## src/rtl/pipe_sel_pkg.sv

```systemverilog
// Shared types for the pipelined N-way select mux.
// The FSM state enum and the fallback input index for illegal selects live here.
package pipe_sel_pkg;

  typedef enum logic [1:0] {
    EMPTY = 2'd0,
    BUSY  = 2'd1,
    FULL  = 2'd2
  } state_t;

  localparam int SEL_DEFAULT_IDX = 0;

endpackage

```

## src/rtl/sel_mux_n.sv

```systemverilog
// Combinational N-way word select.
// An out-of-range sel falls back to the default input, so there is no latch and no X.
module sel_mux_n
  import pipe_sel_pkg::*;
#(
  parameter int WIDTH = 32,
  parameter int N     = 3,
  parameter int SELW  = $clog2(N)
) (
  input  logic [N*WIDTH-1:0] in_data,
  input  logic [SELW-1:0]    sel,
  output logic [WIDTH-1:0]   data
);

  always_comb begin
    data = in_data[SEL_DEFAULT_IDX*WIDTH +: WIDTH];
    for (int k = 0; k < N; k++) begin
      if (int'(sel) == k) data = in_data[k*WIDTH +: WIDTH];
    end
  end

endmodule

```

## src/rtl/pipe_sel_mux.sv

```systemverilog
// Registered N-way select with a valid/ready skid buffer (main + skid).
// Define PIPE_SEL_MUX_ERR_CHK_EN to build the sticky illegal-select flag.
module pipe_sel_mux
  import pipe_sel_pkg::*;
#(
  parameter int WIDTH = 32,
  parameter int N     = 3,
  parameter int SELW  = $clog2(N)
) (
  input  logic               clk,
  input  logic               rst,
  input  logic [N*WIDTH-1:0] in_data,
  input  logic [SELW-1:0]    sel,
  input  logic               in_valid,
  output logic               in_ready,
  output logic [WIDTH-1:0]   out_data,
  output logic               out_valid,
  input  logic               out_ready,
  output logic               sel_err
);

  state_t           state;
  state_t           state_nxt;
  logic [WIDTH-1:0] pick;
  logic [WIDTH-1:0] main_q;
  logic [WIDTH-1:0] skid_q;
  logic             rdy_q;
  logic             acc;
  logic             xfer;
  logic             load_main;
  logic             load_skid;
  logic             from_skid;

  sel_mux_n #(
    .WIDTH(WIDTH),
    .N    (N),
    .SELW (SELW)
  ) u_mux (
    .in_data(in_data),
    .sel    (sel),
    .data   (pick)
  );

  assign acc       = in_valid & rdy_q;
  assign xfer      = out_valid & out_ready;
  assign in_ready  = rdy_q;
  assign out_valid = (state != EMPTY);
  assign out_data  = main_q;

  always_comb begin
    state_nxt = state;
    load_main = 1'b0;
    load_skid = 1'b0;
    from_skid = 1'b0;
    unique case (state)
      EMPTY: begin
        if (acc) begin
          state_nxt = BUSY;
          load_main = 1'b1;
        end
      end
      BUSY: begin
        if (acc && xfer) begin
          load_main = 1'b1;
        end else if (acc) begin
          state_nxt = FULL;
          load_skid = 1'b1;
        end else if (xfer) begin
          state_nxt = EMPTY;
        end
      end
      FULL: begin
        if (xfer) begin
          state_nxt = BUSY;
          from_skid = 1'b1;
        end
      end
      default: state_nxt = EMPTY;
    endcase
  end

  // in_ready is registered, so it stays low through reset and rises one edge later
  always_ff @(posedge clk or posedge rst) begin
    if (rst) begin
      state <= EMPTY;
      rdy_q <= 1'b0;
    end else begin
      state <= state_nxt;
      rdy_q <= (state_nxt != FULL);
    end
  end

  always_ff @(posedge clk or posedge rst) begin
    if (rst) begin
      main_q <= '0;
      skid_q <= '0;
    end else begin
      if (load_main)      main_q <= pick;
      else if (from_skid) main_q <= skid_q;
      if (load_skid)      skid_q <= pick;
    end
  end

`ifdef PIPE_SEL_MUX_ERR_CHK_EN
  logic err_q;

  always_ff @(posedge clk or posedge rst) begin
    if (rst)                          err_q <= 1'b0;
    else if (acc && int'(sel) >= N) err_q <= 1'b1;
  end

  assign sel_err = err_q;
`else
  assign sel_err = 1'b0;
`endif

endmodule

```

## config.mk

```make
export PLATFORM = sky130hd
export DESIGN_NAME = pipe_sel_mux
export DESIGN_NICKNAME = d
export VERILOG_FILES = /design/src/rtl/pipe_sel_pkg.sv /design/src/rtl/sel_mux_n.sv /design/src/rtl/pipe_sel_mux.sv
export SDC_FILE = /design/constraint.sdc
export NUM_CORES = 1
export LEC_CHECK = 0
export BUFFER_PORTS_ARGS = -buffer_cell sky130_fd_sc_hd__buf_4
export CORE_MARGIN = 2
export CORE_UTILIZATION = 53
export DETAILED_ROUTE_END_ITERATION = 7
export GPL_ROUTABILITY_DRIVEN = 0
export PLACE_DENSITY = 0.95
export SYNTH_ARGS = -nofsm -noshare
export SYNTH_HDL_FRONTEND = slang
export SYNTH_SLANG_ARGS = --single-unit
```

## constraint.sdc

```tcl
create_clock -name clk -period 3.1 [get_ports clk]
set_input_delay 0 -clock clk [delete_from_list [all_inputs] [get_ports clk]]
set_output_delay 0 -clock clk [all_outputs]
set_load 0.01 [all_outputs]
```

==> flow_metrics.py <==
metrics = {
    "worst_setup_path": {
        "cp.arrival_ns": 2.36,
        "crit_path_start": "state[1]",
        "r2r_setup_slack_ns": 0.98,
        "cp_slowest_cell": "nand2b_2",
        "r2r-end": "out_data[31]",
        "worstSetupPathType": "flip-flop to flip-flop",
        "required_ns": 3.35,
        "r2r-start": "state[1]",
        "crit_fanout": 64,
        "ff2ff_path_depth": 4,
        "cp_cell_sequence": "and3b_1 -> nand2b_2 -> or2_1 -> a31oi_1",
        "cp-endpoint": "out_data[31]",
        "worstSetupEndpointType": "flip-flop",
        "start_kind": "flip-flop",
        "slowest_delay_ns": 0.56,
    },
    "global_routing": {
        "overflow": 0,
        "grt_max_degree": 65,
        "grt_pass1_vias": 3327,
        "grtUsageTotal": 0.252,
        "grt_pass1_wl_um": 14900,
        "antenna_found_initial": 0,
    },
    "sta": {
        "hold_viol": 0,
        "rsz0062_at_grt": "false",
        "slew_headroom": 0.257,
        "fmax_mhz": 472,
        "setup_viol": 0,
        "skew_ns": 0.00722,
        "post-route-period-util": 0.683,
        "whs_ns": 0.00865,
        "tightestPinTransition_ns": 1.11,
        "tns_ns": 0,
        "setup_slack_ns": 0.983,
        "timing.final.crit_period_ns": 2.12,
        "finalMaxSlewViolations": 0,
    },
    "drt": {
        "drtIter0Drc": 155,
        "firstDrtPassIters": 5,
        "wl_per_cell_um": 15.9,
        "via_per_inst": 5.74,
        "ant_nets": 0,
        "vias": 3325,
        "routed_wl_um": 9210,
        "remaining_drc_errors": 0,
    },
    "min_path": {
        "hp-class": "primary input to flip-flop",
        "hp-start": "in_data[0]",
    },
    "clock_tree": {
        "cts_buffers": 9,
        "cts_sinks": 67,
        "cts-htree-levels": 3,
        "clock_path_buffers": 2,
        "clk_pin_slew_ns": 0.07,
        "cts_setup_buffers": 0,
        "insertion_delay_ns": 0.33,
        "root_buffer": "clkbuf_8",
        "cts_tree": "done",
    },
    "yosys": {
        "ys_top_cells_by_area": "dfrtp_1 (46%), o221ai_2 (12%), or3b_1 (7.2%)",
        "seq_area_frac_synth": 0.459,
        "synth_top_area_cell": "dfrtp_1",
        "synth-edff-count": 0,
        "synthArstFlopShare": 1.00,
        "synth_nets": 476,
        "postSynthAreaPerCell_um2": 9.76,
        "yosysUniqueCellTypes": 30,
        "synth_most_common_cell": "dfrtp_1",
        "postSynthCellCount": 374,
        "synth-seq-cells": 67,
        "synth_top_area_frac": 0.459,
        "yosysWarnings": 0,
        "synthFlopType": "dfrtp_1",
        "synth_commonest_cells": "dfrtp_1 (67), nand2_1 (66)",
        "syn_area_um2": 3650,
    },
    "placed_design": {
        "pre_cts_slack_ns": 1.04,
        "port_buffers": 135,
        "post_dp_cell_area_um2": 4650,
        "hpwl_um": 6440,
    },
    "floorplanning": {
        "start_util": 0.543,
        "io_pins": 137,
        "rows": 30,
        "die-area_um2": 7570,
        "die_y_um": 87.0,
        "core_um2": 6720,
        "die_w_um": 87.0,
    },
    "cells_and_area": {
        "multiInputGateArea_um2": 1830,
        "final_area_um2": 4860,
        "drive_above_1_share": 0.387,
        "ff_latch_area_um2": 1680,
        "nets": 597,
        "antenna_cells": 0,
        "fillers": 503,
        "area_delta_synth_final_pct": 33.2,
    },
    "pwr": {
        "vdd_drop_max_mv": 0.353,
        "cellLeakagePower_nw": 2.17,
        "p_per_area_nw_per_um2": 769,
    },
    "status": {
        "status": "finished clean",
    },
    "job": {
        "cap_viol_max_count": 0,
    },
}
placed cells by master (no fill, tap or decap), drive strengths merged, types with 2 or more instances in the layout:
cell type	instances
buf	139
inv	2
clkbuf	13
o211ai	2
nand2	66
nor2	32
dfrtp	67
a31oi	32
or3b	32
clkinv	2
or2	34
o21ai	32
dlygate4sd3	3
o221ai	32
worst min-delay path by stage:
stage	end	slack, ns	depth (start not counted)
after floorplan	in_ready	0.12	1
after global placement	in_ready	0.24	2
after detailed placement	in_ready	0.25	2
after CTS	skid_q[26]	0.001	3
after global routing	skid_q[4]	0.002	3
final	skid_q[0]	0.009	3
timing repair:
action                                  CTS  global route
hold buffers                              3             0
hold endpoints to repair                  5             0
resized for setup                         0             0
endpoints found under the setup margin    0             0
registers in the layout (all words and copies together) (netlist names):
| register | cells |
|---|---|
| out_data | 32 |
| skid_q | 32 |
| state | 2 |
| in_ready | 1 |
routing by layer:
layer,vias up,part of all wire,global-route usage
met5,-,0,0
met3,21,0.055,0.0588
met4,0,0.026,0.115
li1,1585,-,-
met2,112,0.53,0.423
met1,1607,0.39,0.308
area by class of cell:
type / count / share of cell area
timing repair buffer: 142 / 0.221
clock buffer: 13 / 0.0347
sequential: 67 / 0.345
inverter: 2 / 0.00154
tap: 80 / 0.0206
clock inverter: 2 / 0.00206
multi-input combinational: 273 / 0.375
power breakdown:
part,internal (W),leakage (nW),switching [W]
clock,0.000349,0.0953,0.000309
sequential,0.00130,0.798,0.000245
combinational,0.000726,1.27,0.000806
total,0.00238,2.17,0.00136
logic make-up after synthesis:
| kind of cell | count (synthesis) | synth area share |
|---|---|---|
| AND/OR/NAND/NOR | 171 | 0.250 |
| AO/OA/AOI/OAI | 99 | 0.234 |
| flip-flops | 67 | 0.459 |
| buffers and inverters | 34 | 0.0477 |
| XOR/XNOR | 1 | 0.00446 |
| multiplexers | 1 | 0.00274 |
| other | 1 | 0.00103 |
stage by stage:
stage                     total power [W]  utilization  instances
final                             0.00374        0.724        579
after global routing              0.00401        0.724        579
after CTS                         0.00376        0.724        579
after detailed placement          0.00310        0.693        561
after global placement            0.00298        0.693        561
after floorplan                   0.00241            -        374
worst max-delay path, delay by kind of cell, from the launching register on:
family           cells  cell delay (ns)
flip-flops           1             0.47
AO/OA/AOI/OAI        1             0.18
AND/OR/NAND/NOR      3             1.35
(Power assumes the default switching activity.)
